### config.mk
export PLATFORM = sky130hd
export DESIGN_NAME = alu4_seq16_flat
export DESIGN_NICKNAME = d
export VERILOG_FILES = /design/src/rtl/alu4_seq16_if.sv /design/src/rtl/alu4_seq16.sv /design/src/flat_wrapper.sv
export SDC_FILE = /design/constraint.sdc
export NUM_CORES = 1
export LEC_CHECK = 0
export ABC_CLOCK_PERIOD_IN_PS = 2700
export CAP_MARGIN = 20
export CORE_UTILIZATION = 50
export CTS_BUF_LIST = sky130_fd_sc_hd__clkbuf_8
export DETAILED_ROUTE_END_ITERATION = 10
export PLACE_DENSITY = 0.91
export SYNTH_ARGS = -nofsm -noshare
export SYNTH_HDL_FRONTEND = slang
export SYNTH_SLANG_ARGS = --single-unit
### constraint.sdc
create_clock -name clk -period 2.7 [get_ports clk]
set_input_delay 0.54 -clock clk [delete_from_list [all_inputs] [get_ports clk]]
set_output_delay 0.54 -clock clk [all_outputs]
set_load 0.02 [all_outputs]
### src/rtl/alu4_seq16_if.sv
// Requester and ALU-side signal bundle for the alu4_seq16 nibble sequencer.
// The abort input only exists when ALU4_SEQ_ABORT_EN is defined.
interface alu4_seq16_if #(
    parameter int NIBBLES = 4
) ();
    localparam int W = 4 * NIBBLES;

    // requester side
    logic           start;
    logic [3:0]     op;
    logic           dir;
    logic [W-1:0]   a;
    logic [W-1:0]   b;
    logic           cin;
    logic           rin;
`ifdef ALU4_SEQ_ABORT_EN
    logic           abort;
`endif
    logic           busy;
    logic           done;
    logic [W-1:0]   result;
    logic           cout;
    logic           rout;
    logic           zero;
    logic           ovf;

    // combinational 4-bit ALU side
    logic [3:0]     alu_op;
    logic [3:0]     alu_a;
    logic [3:0]     alu_b;
    logic           alu_mci;
    logic           alu_rci;
    logic [3:0]     alu_y;
    logic           alu_mco;
    logic           alu_rco;
    logic           alu_z;
    logic           alu_v;

    modport slave (
`ifdef ALU4_SEQ_ABORT_EN
        input  abort,
`endif
        input  start, op, dir, a, b, cin, rin,
        output busy, done, result, cout, rout, zero, ovf,
        output alu_op, alu_a, alu_b, alu_mci, alu_rci,
        input  alu_y, alu_mco, alu_rco, alu_z, alu_v
    );

    modport master (
`ifdef ALU4_SEQ_ABORT_EN
        output abort,
`endif
        output start, op, dir, a, b, cin, rin,
        input  busy, done, result, cout, rout, zero, ovf,
        input  alu_op, alu_a, alu_b, alu_mci, alu_rci,
        output alu_y, alu_mco, alu_rco, alu_z, alu_v
    );
endinterface

### src/rtl/alu4_seq16.sv
// Issues one wide operation to a 4-bit ALU a nibble per clock, chaining carries.
// Optional ALU4_SEQ_ABORT_EN adds an abort input that cancels a running operation.
module alu4_seq16 #(
    parameter int NIBBLES = 4
) (
    input logic         clk,
    input logic         rst_n,
    alu4_seq16_if.slave bus
);
    localparam int W  = 4 * NIBBLES;
    localparam int IW = $clog2(NIBBLES);
    localparam logic [IW-1:0] LAST = IW'(NIBBLES - 1);

    typedef enum logic [1:0] {IDLE, RUN, DONE} state_t;

    state_t         state;
    logic [3:0]     op_q;
    logic           dir_q;
    logic [W-1:0]   a_q;
    logic [W-1:0]   b_q;
    logic [IW-1:0]  idx;
    logic           mc;
    logic           rc;
    logic           zacc;
    logic [W-1:0]   result_q;
    logic           cout_q;
    logic           rout_q;
    logic           zero_q;
    logic           ovf_q;

    logic [IW-1:0]  pos;
    logic [IW+1:0]  bit_lo;
    logic           last;
    logic           run;
    logic           abort_run;

    // MSB-first walks the nibbles downward from the top
    assign pos    = dir_q ? (LAST - idx) : idx;
    assign bit_lo = {pos, 2'b00};
    assign last   = (idx == LAST);
    assign run    = (state == RUN);

`ifdef ALU4_SEQ_ABORT_EN
    assign abort_run = run & bus.abort;
`else
    assign abort_run = 1'b0;
`endif

    assign bus.alu_op  = run ? op_q : 4'd0;
    assign bus.alu_a   = run ? a_q[bit_lo +: 4] : 4'd0;
    assign bus.alu_b   = run ? b_q[bit_lo +: 4] : 4'd0;
    assign bus.alu_mci = run & mc;
    assign bus.alu_rci = run & rc;

    assign bus.busy   = (state != IDLE);
    assign bus.done   = (state == DONE);
    assign bus.result = result_q;
    assign bus.cout   = cout_q;
    assign bus.rout   = rout_q;
    assign bus.zero   = zero_q;
    assign bus.ovf    = ovf_q;

    always_ff @(posedge clk or negedge rst_n) begin
        if (!rst_n) begin
            state    <= IDLE;
            op_q     <= '0;
            dir_q    <= 1'b0;
            a_q      <= '0;
            b_q      <= '0;
            idx      <= '0;
            mc       <= 1'b0;
            rc       <= 1'b0;
            zacc     <= 1'b0;
            result_q <= '0;
            cout_q   <= 1'b0;
            rout_q   <= 1'b0;
            zero_q   <= 1'b0;
            ovf_q    <= 1'b0;
        end else begin
            case (state)
                IDLE: begin
                    if (bus.start) begin
                        state    <= RUN;
                        op_q     <= bus.op;
                        dir_q    <= bus.dir;
                        a_q      <= bus.a;
                        b_q      <= bus.b;
                        idx      <= '0;
                        mc       <= bus.cin;
                        rc       <= bus.rin;
                        zacc     <= 1'b1;
                        result_q <= '0;
                        cout_q   <= 1'b0;
                        rout_q   <= 1'b0;
                        zero_q   <= 1'b0;
                        ovf_q    <= 1'b0;
                    end
                end
                RUN: begin
                    if (abort_run) begin
                        // partial result and flags are left as they stand
                        state <= IDLE;
                        idx   <= '0;
                    end else begin
                        result_q[bit_lo +: 4] <= bus.alu_y;
                        mc   <= bus.alu_mco;
                        rc   <= bus.alu_rco;
                        zacc <= zacc & bus.alu_z;
                        if (last) begin
                            state  <= DONE;
                            idx    <= '0;
                            cout_q <= bus.alu_mco;
                            rout_q <= bus.alu_rco;
                            ovf_q  <= bus.alu_v;
                            zero_q <= zacc & bus.alu_z;
                        end else begin
                            idx <= idx + 1'b1;
                        end
                    end
                end
                DONE: state <= IDLE;
                default: state <= IDLE;
            endcase
        end
    end
endmodule

### src/flat_wrapper.sv
// flat-port wrapper written by rule: the top's interface ports become plain ports
module alu4_seq16_flat 
#(
    parameter int NIBBLES = 4
)
  (clk, rst_n, bus_start, bus_op, bus_dir, bus_a, bus_b, bus_cin, bus_rin, bus_busy, bus_done, bus_result, bus_cout, bus_rout, bus_zero, bus_ovf, bus_alu_op, bus_alu_a, bus_alu_b, bus_alu_mci, bus_alu_rci, bus_alu_y, bus_alu_mco, bus_alu_rco, bus_alu_z, bus_alu_v);
  alu4_seq16_if #(.NIBBLES(NIBBLES)) bus_i ();
  input logic clk;
  input logic rst_n;
  input wire logic [$bits(bus_i.start)-1:0] bus_start;
  input wire logic [$bits(bus_i.op)-1:0] bus_op;
  input wire logic [$bits(bus_i.dir)-1:0] bus_dir;
  input wire logic [$bits(bus_i.a)-1:0] bus_a;
  input wire logic [$bits(bus_i.b)-1:0] bus_b;
  input wire logic [$bits(bus_i.cin)-1:0] bus_cin;
  input wire logic [$bits(bus_i.rin)-1:0] bus_rin;
  output wire logic [$bits(bus_i.busy)-1:0] bus_busy;
  output wire logic [$bits(bus_i.done)-1:0] bus_done;
  output wire logic [$bits(bus_i.result)-1:0] bus_result;
  output wire logic [$bits(bus_i.cout)-1:0] bus_cout;
  output wire logic [$bits(bus_i.rout)-1:0] bus_rout;
  output wire logic [$bits(bus_i.zero)-1:0] bus_zero;
  output wire logic [$bits(bus_i.ovf)-1:0] bus_ovf;
  output wire logic [$bits(bus_i.alu_op)-1:0] bus_alu_op;
  output wire logic [$bits(bus_i.alu_a)-1:0] bus_alu_a;
  output wire logic [$bits(bus_i.alu_b)-1:0] bus_alu_b;
  output wire logic [$bits(bus_i.alu_mci)-1:0] bus_alu_mci;
  output wire logic [$bits(bus_i.alu_rci)-1:0] bus_alu_rci;
  input wire logic [$bits(bus_i.alu_y)-1:0] bus_alu_y;
  input wire logic [$bits(bus_i.alu_mco)-1:0] bus_alu_mco;
  input wire logic [$bits(bus_i.alu_rco)-1:0] bus_alu_rco;
  input wire logic [$bits(bus_i.alu_z)-1:0] bus_alu_z;
  input wire logic [$bits(bus_i.alu_v)-1:0] bus_alu_v;
  assign bus_i.start = bus_start;
  assign bus_i.op = bus_op;
  assign bus_i.dir = bus_dir;
  assign bus_i.a = bus_a;
  assign bus_i.b = bus_b;
  assign bus_i.cin = bus_cin;
  assign bus_i.rin = bus_rin;
  assign bus_busy = bus_i.busy;
  assign bus_done = bus_i.done;
  assign bus_result = bus_i.result;
  assign bus_cout = bus_i.cout;
  assign bus_rout = bus_i.rout;
  assign bus_zero = bus_i.zero;
  assign bus_ovf = bus_i.ovf;
  assign bus_alu_op = bus_i.alu_op;
  assign bus_alu_a = bus_i.alu_a;
  assign bus_alu_b = bus_i.alu_b;
  assign bus_alu_mci = bus_i.alu_mci;
  assign bus_alu_rci = bus_i.alu_rci;
  assign bus_i.alu_y = bus_alu_y;
  assign bus_i.alu_mco = bus_alu_mco;
  assign bus_i.alu_rco = bus_alu_rco;
  assign bus_i.alu_z = bus_alu_z;
  assign bus_i.alu_v = bus_alu_v;
  alu4_seq16 #(.NIBBLES(NIBBLES)) u_core (.clk(clk), .rst_n(rst_n), .bus(bus_i));
endmodule
==> summary.txt <==
Outcome
  • Status: finished clean

STA
  • TNS Setup: 0 ps
  • Final setup vio count: 0
  • Max Slew Vio Count: 0
  • Fin crit share: 94.2%
  • RSZ-0062 raised after global routing: false
  • Worst slew pin tran: between 600 and 700 ps
  • Max Clock Skew: ~7.0 ps
  • Max Fclk: 393 MHz
  • Min cycle time layout: ~2500 ps
  • Fin. Hold Viols: 0
  • Hold WS: 238 ps
  • Slew headroom: between 50% and 60%

Floorplan
  • DIE WIDTH: around 82 um
  • Starting density of the core: between 50% and 60%
  • Die H: 82.0 um
  • CORE AREA: 0.00606 mm2
  • FP Rows: 28
  • Ports: 86
  • Die area: between 0.006 and 0.007 mm2

Critical path
  • CP required: ~2200 ps
  • RR Startpoint: u_core.dir_q
  • R2R setup slack: 620 ps
  • CP max stage delay: 490 ps
  • Setup Crit Path Kind: reg2out
  • CP max-delay cell: dfrtp_2
  • Worst setup SP type: flip-flop
  • Critical path, cell by cell: nor2b_4 > or3_4 > o22ai_2 > dlygate4sd2_1
  • Worst path arrival time: 2000 ps
  • Worst-path maximum fanout: 10
  • Critical Path End Type: output pin
  • Bufs and invs on worst path: 1
  • Worst r2r dst: u_core.bus.result[6]
  • Reg2reg path depth: 6
  • Cell family with most CP delay: simple AND/OR/NAND/NOR gates

Route
  • DRC viols: 0
  • Antenna Nets Post-Route: 0
  • Met3 wire length: approximately 290 um
  • Highest routed layer: met4
  • Final wirelength: 7.53 mm
  • Drt first pass iters: 4
  • DR iter-0 viols: between 90 and 100
  • Vias per cell: 5.44
  • Metal2 WL: 3.68 mm
  • WL met1: 3.25 mm
  • Drt wl/cell: 15.4 um
  • Vias after detailed routing: 2656

Power
  • P_sw: 2330 uW
  • Power density over cell area: 1310 mW/mm2
  • Internal power: 3430 uW
  • Combinational power share: 53.3%
  • P_leak: 0.00211 uW
  • Power share of the clock group: between 10% and 20%
  • Pwr Total: 5760 uW
  • Switching share of power: 40.4%
  • IR drop worst, VDD: 0.733 mV
  • Seq pwr share: 29.2%

Clocking
  • Clock tree buffer depth: 2
  • Num CTS Buffers: 9
  • CTS sink cnt: 64
  • Reg clk slew, reported paths: 80 ps
  • Clock Tree Root: clkbuf_8
  • H-tree Lvls: 3
  • Postcts setup bufs: 0
  • TritonCTS clock tree: done
  • Clk_lat worst skew: between 300 and 400 ps

Layout
  • Most frequent cells in the layout: nand2_1 (129), clkdlybuf4s50_1 (76), dfrtp_1 (62)
  • Final core occ: between 70% and 80%
  • Post-Layout Inst Area: approximately 0.0044 mm2
  • Multi-input logic area: between 0.001 and 0.0015 mm2
  • Storage element area: 0.00160 mm2
  • Synth-to-layout area growth: 37.0%
  • Fillcell total: 436
  • Share of cells above drive strength 1: roughly 17%
  • Commonest non-fill, non-tap cell in the layout: nand2_1
  • Layout net count: 462
  • Inserted Diodes: 0

Global route
  • Number of global-route vias before repair: 2670
  • Gr ovfl total: 0
  • Initial antenna violation count: 0
  • Largest net degree at the start of global routing: 45
  • First-pass GRT wire length: around 12 mm
  • GR Util All Layers: approximately a quarter

Placement
  • Placed cell area: just over 0.004 mm2
  • Final RePlAce weighted congestion: 0.787
  • Port bufs: 85
  • Dpl hpwl: 5.38 mm

Yosys
  • Post-synthesis average cell area: 10.0 um2
  • Flops & latches, synth: 64
  • Post-Syn Instances: about 320
  • EDFF count, synth: 0
  • Seq/Total Area, Yosys: 50.0%
  • Mapped cell area: 0.00320 mm2
  • Main synth FF type: dfrtp_1
  • Post-Synthesis Net Count: approximately 370
  • Synth Warn #: 0
  • Ys async rst share: 100%
  • Library cells used by synthesis: 41

Flow run
  • MaxCap Viol Count: 0

Hold path
  • Worst Hold Class: in2async
## worst max-delay path by stage
stage,start,endpoint,slack [ps],cells past startpoint
4_1_cts,u_core.idx[0],bus_alu_b[0],150,5
2_1_floorplan,u_core.idx[1],bus_alu_a[2],690,5
6_report,u_core.dir_q,bus_alu_a[2],160,4
3_5_place_dp,u_core.dir_q,bus_alu_b[2],190,5
5_1_grt,u_core.idx[0],bus_alu_b[1],60,5
3_3_place_gp,u_core.dir_q,bus_alu_a[3],250,5
## worst reg2reg max path: stages (launching register included)
cell and delay (ps):
dfrtp_2 490, nor2b_4 190, or2_2 320, ha_1 330
nor2_1 150, nor4b_4 310, a22o_1 220
## cell families (layout without fill, tap and decap cells)
family | Yosys count | after routing | share of synthesized area (%)
compound gates | 43 | 43 | 12.6
xor+xnor | 1 | 1 | 0.508
fa+ha+maj | 4 | 4 | 1.56
buf+inv | 22 | 116 | 3.83
flops | 64 | 64 | 50.0
mux | 28 | 28 | 9.38
simple gates | 157 | 157 | 22.1
## cell usage after synthesis, types with 2 or more instances
master / n / area share, %
a21o_1: 2 / 0.47
a22o_1: 15 / 4.1
a22oi_1: 10 / 2.3
and2_1: 6 / 1.2
buf_2: 10 / 1.6
buf_6: 3 / 1.1
clkbuf_1: 3 / 0.35
dfrtp_1: 64 / 50
ha_1: 4 / 1.6
inv_1: 2 / 0.23
mux2_2: 16 / 5.6
mux2i_1: 12 / 3.8
nand2_1: 129 / 15
nand2b_1: 2 / 0.39
nand3_1: 2 / 0.31
nor2_1: 2 / 0.23
nor2b_1: 3 / 0.59
o21ai_0: 2 / 0.31
o22ai_2: 8 / 3.1
or2_2: 2 / 0.39
or3_4: 2 / 0.70
## metrics by stage
stage	setup WS, ps	std cells
2_1_floorplan	685	319
3_3_place_gp	252	472
3_5_place_dp	188	472
4_1_cts	146	488
5_1_grt	57.6	488
6_report	155	488
## per-layer routing
metal,GRT usage (%),vias up
li1,-,1248
met1,30.4,1286
met2,39.0,92
met3,4.56,30
met4,17.4,0
met5,0,-
## area by class of cell
cell class / count / area share (%)
clock inverter: 7 / 2.74
inverter: 3 / 0.257
timing repair buffer: 97 / 21.4
multi-input combinational: 233 / 34.1
tap: 75 / 2.14
clock buffer: 9 / 2.82
sequential: 64 / 36.6
## repair_timing
action                                  4_1_cts  5_1_grt
hold buffers                                  0        0
endpoints found under the hold margin         0        0
gates resized for setup                      11        0
endpoints found under the setup margin        8        0
## registers in the layout, summed over array words and instances (netlist names)
register and count:
u_core.op_q 4, u_core.bus.result 16, u_core.rc 1, u_core.bus.cout 1, u_core.zacc 1, u_core.dir_q 1, u_core.bus.ovf 1, u_core.b_q 16
u_core.a_q 16, u_core.bus.zero 1, u_core.mc 1, u_core.bus.rout 1, u_core.state 2, u_core.idx 2
## power by group through the flow
| stage | clock network (uW) | registers, uW | logic, uW |
|---|---|---|---|
| 2_1_floorplan | 0 | 1740 | 2020 |
| 5_1_grt | 1060 | 1730 | 3360 |
| 4_1_cts | 1020 | 1680 | 3100 |
| 3_3_place_gp | 0 | 1650 | 3040 |
| 3_5_place_dp | 0 | 1680 | 3140 |
| 6_report | 1000 | 1680 | 3070 |
(Power assumes the default switching activity.)
